===== src/rtl/ultrasound_pkg.sv =====
// Shared types and input-path latency for the ultrasound echo receiver.
// RX_DEGLITCH_EN selects the majority-filtered input path (SYNC_LAT 5 instead of 3).
package ultrasound_pkg;

    typedef enum logic [1:0] {IDLE, BLANK, LISTEN, DONE} rx_state_t;

`ifdef RX_DEGLITCH_EN
    localparam int unsigned SYNC_LAT = 5;
`else
    localparam int unsigned SYNC_LAT = 3;
`endif

endpackage


===== src/rtl/rx_edge_detect.sv =====
// Comparator input conditioning: 2-FF synchroniser, optional 3-sample majority
// filter (RX_DEGLITCH_EN), then a registered rising-edge strobe.
module rx_edge_detect (
    input  logic clk,
    input  logic rstn,
    input  logic rx_in,
    output logic edge_stb
);

    logic sync1, sync2;
    logic level, level_d;

    always_ff @(posedge clk or negedge rstn) begin
        if (!rstn) begin
            sync1 <= 1'b0;
            sync2 <= 1'b0;
        end else begin
            sync1 <= rx_in;
            sync2 <= sync1;
        end
    end

`ifdef RX_DEGLITCH_EN
    logic hist1, hist2, filt;

    // A single odd sample is outvoted by its two neighbours.
    always_ff @(posedge clk or negedge rstn) begin
        if (!rstn) begin
            hist1 <= 1'b0;
            hist2 <= 1'b0;
            filt  <= 1'b0;
        end else begin
            hist1 <= sync2;
            hist2 <= hist1;
            filt  <= (sync2 & hist1) | (sync2 & hist2) | (hist1 & hist2);
        end
    end

    assign level = filt;
`else
    assign level = sync2;
`endif

    always_ff @(posedge clk or negedge rstn) begin
        if (!rstn) begin
            level_d  <= 1'b0;
            edge_stb <= 1'b0;
        end else begin
            level_d  <= level;
            edge_stb <= level & ~level_d;
        end
    end

endmodule


===== src/rtl/ultrasound_echo_receiver.sv =====
// Echo receiver: blanks ring-down after tx_start, qualifies carrier periods and
// reports time of flight. Build option RX_DEGLITCH_EN adds an input majority filter.
module ultrasound_echo_receiver
    import ultrasound_pkg::*;
#(
    parameter int unsigned HALF_PERIOD = 9,
    parameter int unsigned PERIOD_TOL  = 2
) (
    input  logic        clk,
    input  logic        rstn,
    input  logic        enable,
    input  logic        tx_start,
    input  logic        rx_in,
    input  logic [31:0] blank_len,
    input  logic [31:0] timeout,
    input  logic [15:0] min_cycles,
    output logic [31:0] tof,
    output logic        tof_valid,
    output logic        rx_timeout,
    output logic        busy,
    output rx_state_t   dbg_state
);

    localparam logic [31:0] IVL_LO = (2 * HALF_PERIOD > PERIOD_TOL) ?
                                     32'(2 * HALF_PERIOD - PERIOD_TOL) : 32'd0;
    localparam logic [31:0] IVL_HI = 32'(2 * HALF_PERIOD + PERIOD_TOL);

    rx_state_t   state;
    logic [31:0] tof_cnt;
    logic [15:0] ivl_cnt;
    logic [31:0] run_start;
    logic [15:0] run_len;
    logic        have_edge;
    logic        edge_stb;

    logic        restart;
    logic        ivl_ok;
    logic [15:0] target;
    logic [15:0] run_len_inc;
    logic        det;
    logic [31:0] tof_corr;

    rx_edge_detect u_edge (
        .clk      (clk),
        .rstn     (rstn),
        .rx_in    (rx_in),
        .edge_stb (edge_stb)
    );

    assign restart     = tx_start & enable;
    assign ivl_ok      = ({16'd0, ivl_cnt} >= IVL_LO) && ({16'd0, ivl_cnt} <= IVL_HI);
    assign target      = (min_cycles == 16'd0) ? 16'd1 : min_cycles;
    assign run_len_inc = (run_len == 16'hFFFF) ? run_len : run_len + 16'd1;
    assign det         = (state == LISTEN) && edge_stb && have_edge && ivl_ok &&
                         (run_len_inc >= target);
    // Edge strobes lag rx_in by SYNC_LAT, so the run start is pulled back by that much.
    assign tof_corr    = (run_start >= 32'(SYNC_LAT)) ? run_start - 32'(SYNC_LAT) : 32'd0;

    assign busy      = (state == BLANK) || (state == LISTEN);
    assign dbg_state = state;

    // tof_valid and rx_timeout are single-cycle strobes with no back-pressure;
    // tof is stable while tof_valid is high and holds until the next detection.
    always_ff @(posedge clk or negedge rstn) begin
        if (!rstn) begin
            state      <= IDLE;
            tof_cnt    <= 32'd0;
            ivl_cnt    <= 16'd0;
            run_start  <= 32'd0;
            run_len    <= 16'd0;
            have_edge  <= 1'b0;
            tof        <= 32'd0;
            tof_valid  <= 1'b0;
            rx_timeout <= 1'b0;
        end else begin
            tof_valid  <= 1'b0;
            rx_timeout <= 1'b0;
            tof_cnt    <= (tof_cnt == 32'hFFFF_FFFF) ? tof_cnt : tof_cnt + 32'd1;
            if (edge_stb)
                ivl_cnt <= 16'd1;
            else if (ivl_cnt != 16'hFFFF)
                ivl_cnt <= ivl_cnt + 16'd1;

            if (!enable) begin
                state <= IDLE;
            end else if (restart) begin
                state     <= BLANK;
                tof_cnt   <= 32'd0;
                run_start <= 32'd0;
                run_len   <= 16'd0;
                have_edge <= 1'b0;
            end else begin
                case (state)
                    BLANK: begin
                        if (tof_cnt >= blank_len)
                            state <= LISTEN;
                    end
                    LISTEN: begin
                        if (edge_stb) begin
                            if (!have_edge || !ivl_ok) begin
                                have_edge <= 1'b1;
                                run_start <= tof_cnt;
                                run_len   <= 16'd0;
                            end else if (det) begin
                                tof       <= tof_corr;
                                tof_valid <= 1'b1;
                                state     <= DONE;
                            end else begin
                                run_len <= run_len_inc;
                            end
                        end
                        if (!det && (tof_cnt >= timeout)) begin
                            rx_timeout <= 1'b1;
                            state      <= IDLE;
                        end
                    end
                    default: ;
                endcase
            end
        end
    end

endmodule

===== config.mk =====
export PLATFORM = sky130hd
export DESIGN_NAME = ultrasound_echo_receiver
export DESIGN_NICKNAME = d
export VERILOG_FILES = /design/src/rtl/ultrasound_pkg.sv /design/src/rtl/rx_edge_detect.sv /design/src/rtl/ultrasound_echo_receiver.sv
export SDC_FILE = /design/constraint.sdc
export NUM_CORES = 1
export LEC_CHECK = 0
export ABC_AREA = 1
export CAP_MARGIN = 15
export CORE_MARGIN = 2
export CORE_UTILIZATION = 28
export CTS_CLUSTER_DIAMETER = 200
export DETAILED_ROUTE_END_ITERATION = 8
export SKIP_LAST_GASP = 1
export SLEW_MARGIN = 20
export SYNTH_ARGS = -nofsm -noshare
export SYNTH_HDL_FRONTEND = slang
export SYNTH_SLANG_ARGS = --single-unit

===== constraint.sdc =====
create_clock -name clk -period 3.5 [get_ports clk]
set_input_delay 0.35 -clock clk [delete_from_list [all_inputs] [get_ports clk]]
set_output_delay 0.35 -clock clk [all_outputs]
set_load 0.01 [all_outputs]

==> results.yml <==
run_status:
  status: "finished, violations left"
  violations: "hold timing"
power_and_ir_drop:
  ir_worst_vdd_mv: 0.301
  power_density_nw_per_um2: 391
  p_leak_nw: 6.01
clock_network:
  cts_tree: "done"
  cts.sinks: 137
  clockBufferDepth: 2
  clk_pin_slew_worst_paths_ns: 0.06
  cts_resized: 0
  h-tree-depth: 4
  postCtsSetupBuffers: 0
  cts_made_buffers: 17
  clk_latency_ns: 0.42
  ctsHoldBuffers: 0
  root_buffer: "clkbuf_16"
timing:
  setup_viol: 0
  rsz0062_at_grt: "no"
  drv_slew: 0
  fmax_ghz: 0.315
  min_period_ns: 3.17
  finClkSkew_ns: 0.00761
  setup_ws_ns: 0.326
  slew_headroom_pct: 42.8
  setup_tns_ns: 0
  hold_viol: 8
  worstMarginPinSlew_ns: 0.857
  finalCritPeriodShare_pct: 90.7
  hold_ws_ns: -0.0258
grt:
  grt_overflow: 0
  grt-busiest-layer: "met2"
  track_usage_pct: 14.4
  grtUsageMet2_pct: 22.4
  grt_util_met3_pct: 2.71
  grt_max_degree: 89
  grt_pass1_wl_mm: 42.0
  grt_pass1_vias: 8415
  antenna_found_initial: 0
  grt_use_met1_pct: 20.0
setup_path:
  crit_fanout: 16
  cp.required_ns: 3.85
  path_cells: "ha_1, nand3_2, nor2_4, nand2_2, nor2_2, nand2_2, nor2_4, a21oi_1, xor2_1, ha_1, nand2_1, inv_1, nand2_1, nand2_1, a21oi_2, nand3_2, nand2_2, nand2_4, nor3_4, buf_6, nand2_1, o21ai_1"
  endpoint_kind: "flip-flop"
  path_class: "reg2reg"
  cp_top_family: "simple AND/OR/NAND/NOR gates"
  critPathMostFrequentCell: "nand2_1"
  r2r_start: "run_len[0]$_DFFE_PN0P_"
  startpoint_type: "flip-flop"
  crit_slowest_cell: "dfrtp_2"
  startpoint: "run_len[0]$_DFFE_PN0P_"
  crit_arrival_ns: 3.52
  critPathMaxStageDelay_ns: 0.40
  path_buf_inv: 2
detailed_routing:
  drt_iter0_markers: 526
  wl_per_cell_um: 13.5
  viasPerCell: 4.64
  wirelength_mm: 25.8
  drc: 0
  vias: 8836
  ant_nets: 0
  drtPass1Iterations: 5
yosys:
  yosysWarnings: 0
  netlist_instances: 1316
  syn_area_um2: 9760
  yosys_register_bits: 137
  syn_avg_cell_area_um2: 7.41
  synthesis.nets: 1488
  synth_cell_types: 50
  seq_area_frac_synth_pct: 35.1
floorplanning:
  coreArea_um2: 34500
  num_rows: 68
  dieWidth_um: 191
  io_pins: 122
  die-area_um2: 36400
  start_util_pct: 28.3
  die_h_um: 191
final_layout:
  layout-drive-gt1-share_pct: 7.44
  utilization_pct: 35.1
  area_delta_synth_final_pct: 23.8
  nets: 1612
  diodes: 0
placement:
  io_buffers: 121
  gp_congestion: 0.876
  dp_slack_ns: 0.273
  place_hpwl_mm: 20.5
worst_hold_path:
  holdCritPathClass: "in2async"
flow_run:
  max_cap_viol_count: 0
-- routing by layer --
| layer | wire (µm) | share of wire (%) |
|---|---|---|
| met1 | 12600 | 49 |
| met2 | 11200 | 44 |
| met3 | 1300 | 5.0 |
| met4 | 622 | 2.4 |
| met5 | 0 | 0 |
-- state kept, by name, indices dropped and copies added (netlist names) --
name             cells
rx_timeout           1
tof_cnt             32
u_edge.level         1
u_edge.edge_stb      1
dbg_state            2
have_edge            1
tof                 32
ivl_cnt             16
tof_valid            1
u_edge.level_d       1
run_start           32
run_len             16
u_edge.sync1         1
-- area by class of cell --
| cell class | count | area (µm²) |
|---|---|---|
| tap | 455 | 569 |
| inverter | 255 | 961 |
| sequential | 137 | 3430 |
| multi-input combinational | 902 | 5230 |
| timing repair buffer | 127 | 1290 |
| clock inverter | 12 | 178 |
| fill | 3651 | 22400 |
| clock buffer | 18 | 429 |
-- worst paths after layout --
| check | to | slack (ns) | cells past startpoint |
|---|---|---|---|
| setup / recovery | run_len[8]$_DFFE_PN0P_ | 0.33 | 22 |
| hold / removal | tof_cnt[11]$_DFF_PN0_ | -0.03 | 1 |
| setup reg to reg | run_len[8]$_DFFE_PN0P_ | 0.33 | 22 |
| hold reg to reg | u_edge.level$_DFF_PN0_ | 0.35 | 0 |
| max in group asynchronous | tof[30]$_DFFE_PN0P_ | 2.70 | 2 |
| min in group clk | u_edge.level$_DFF_PN0_ | 0.35 | 0 |
-- through the flow --
step                total power, mW  cells  cell area (µm²)
CTS                            4.77   1906            12100
floorplan                      2.53   1316             9760
global placement               2.86   1876            11500
detailed placement             2.88   1876            11500
finish                         4.72   1906            12100
global route                   5.00   1906            12100
-- power breakdown --
part	internal, mW	total [mW]	switching (mW)
logic	0.413	1.14	0.727
registers	1.64	1.71	0.0710
clock network	1.18	1.87	0.689
total	3.23	4.72	1.49
-- cell usage after synthesis, drive strengths merged --
library cell  number  area, µm²
nand3b             1       7.51
a221oi             1       8.76
dfrtp            137       3430
nor4              16        100
xnor2              1       8.76
o22ai             24        150
inv              253        952
or2                2       12.5
o41ai              1       8.76
o21bai             2       15.0
nor3              41        238
xor2              28        253
a31oi              2       12.5
nand4             29        209
a211oi             4       30.0
clkbuf            10       37.5
a22oi              1       7.51
mux2i              5       50.1
a21o               3       22.5
ha                87       1090
a21oi             83        427
o211a              1       10.0
o21ai             82        437
nand3             73        390
nor2             128        582
clkinv             2       8.75
nand2            279       1100
o31ai              3       22.5
buf               12        105
o21a               5       37.5
-- cells in the final DEF (no fill, tap or decap), drive strengths merged, types with 2 or more instances in the layout --
| cell type | instances |
|---|---|
| nand2 | 279 |
| xor2 | 28 |
| buf | 7 |
| nor4 | 16 |
| inv | 253 |
| dfrtp | 137 |
| a211oi | 4 |
| or2 | 2 |
| clkinvlp | 4 |
| o22ai | 24 |
| clkbuf | 18 |
| a31oi | 2 |
| clkdlybuf4s50 | 120 |
| a21o | 3 |
| nand4 | 29 |
| o31ai | 3 |
| bufinv | 4 |
| clkinv | 6 |
| nand3 | 73 |
| mux2i | 5 |
| nor3 | 41 |
| ha | 87 |
| o21bai | 2 |
| o21ai | 82 |
| nor2 | 128 |
| o21a | 5 |
| a21oi | 83 |
-- worst register-to-register path: stages (launching register included) --
cell and delay, ns:
dfrtp_2 0.40, ha_1 0.21, nand3_2 0.13, nor2_4 0.17, nand2_2 0.08, nor2_2 0.13
nand2_2 0.09, nor2_4 0.11, a21oi_1 0.09, xor2_1 0.17, ha_1 0.30, nand2_1 0.06
inv_1 0.05, nand2_1 0.06, nand2_1 0.06, a21oi_2 0.13, nand3_2 0.17, nand2_2 0.15
nand2_4 0.09, nor3_4 0.13, buf_6 0.19, nand2_1 0.07, o21ai_1 0.08
-- cells by family (layout without fill, tap and decap cells) --
group                      Yosys count  count (layout)  share of synthesized area (%)
buffers and inverters              277             412                           11.3
DFF                                137             137                           35.1
and+or+nand+nor                    569             569                           27.0
xor gates and xnor gates            29              29                           2.68
AOI/OAI and AO/OA                  212             212                           12.2
muxes                                5               5                          0.513
adders and majority gates           87              87                           11.2
No activity file was read; power rests on OpenSTA's default activity.
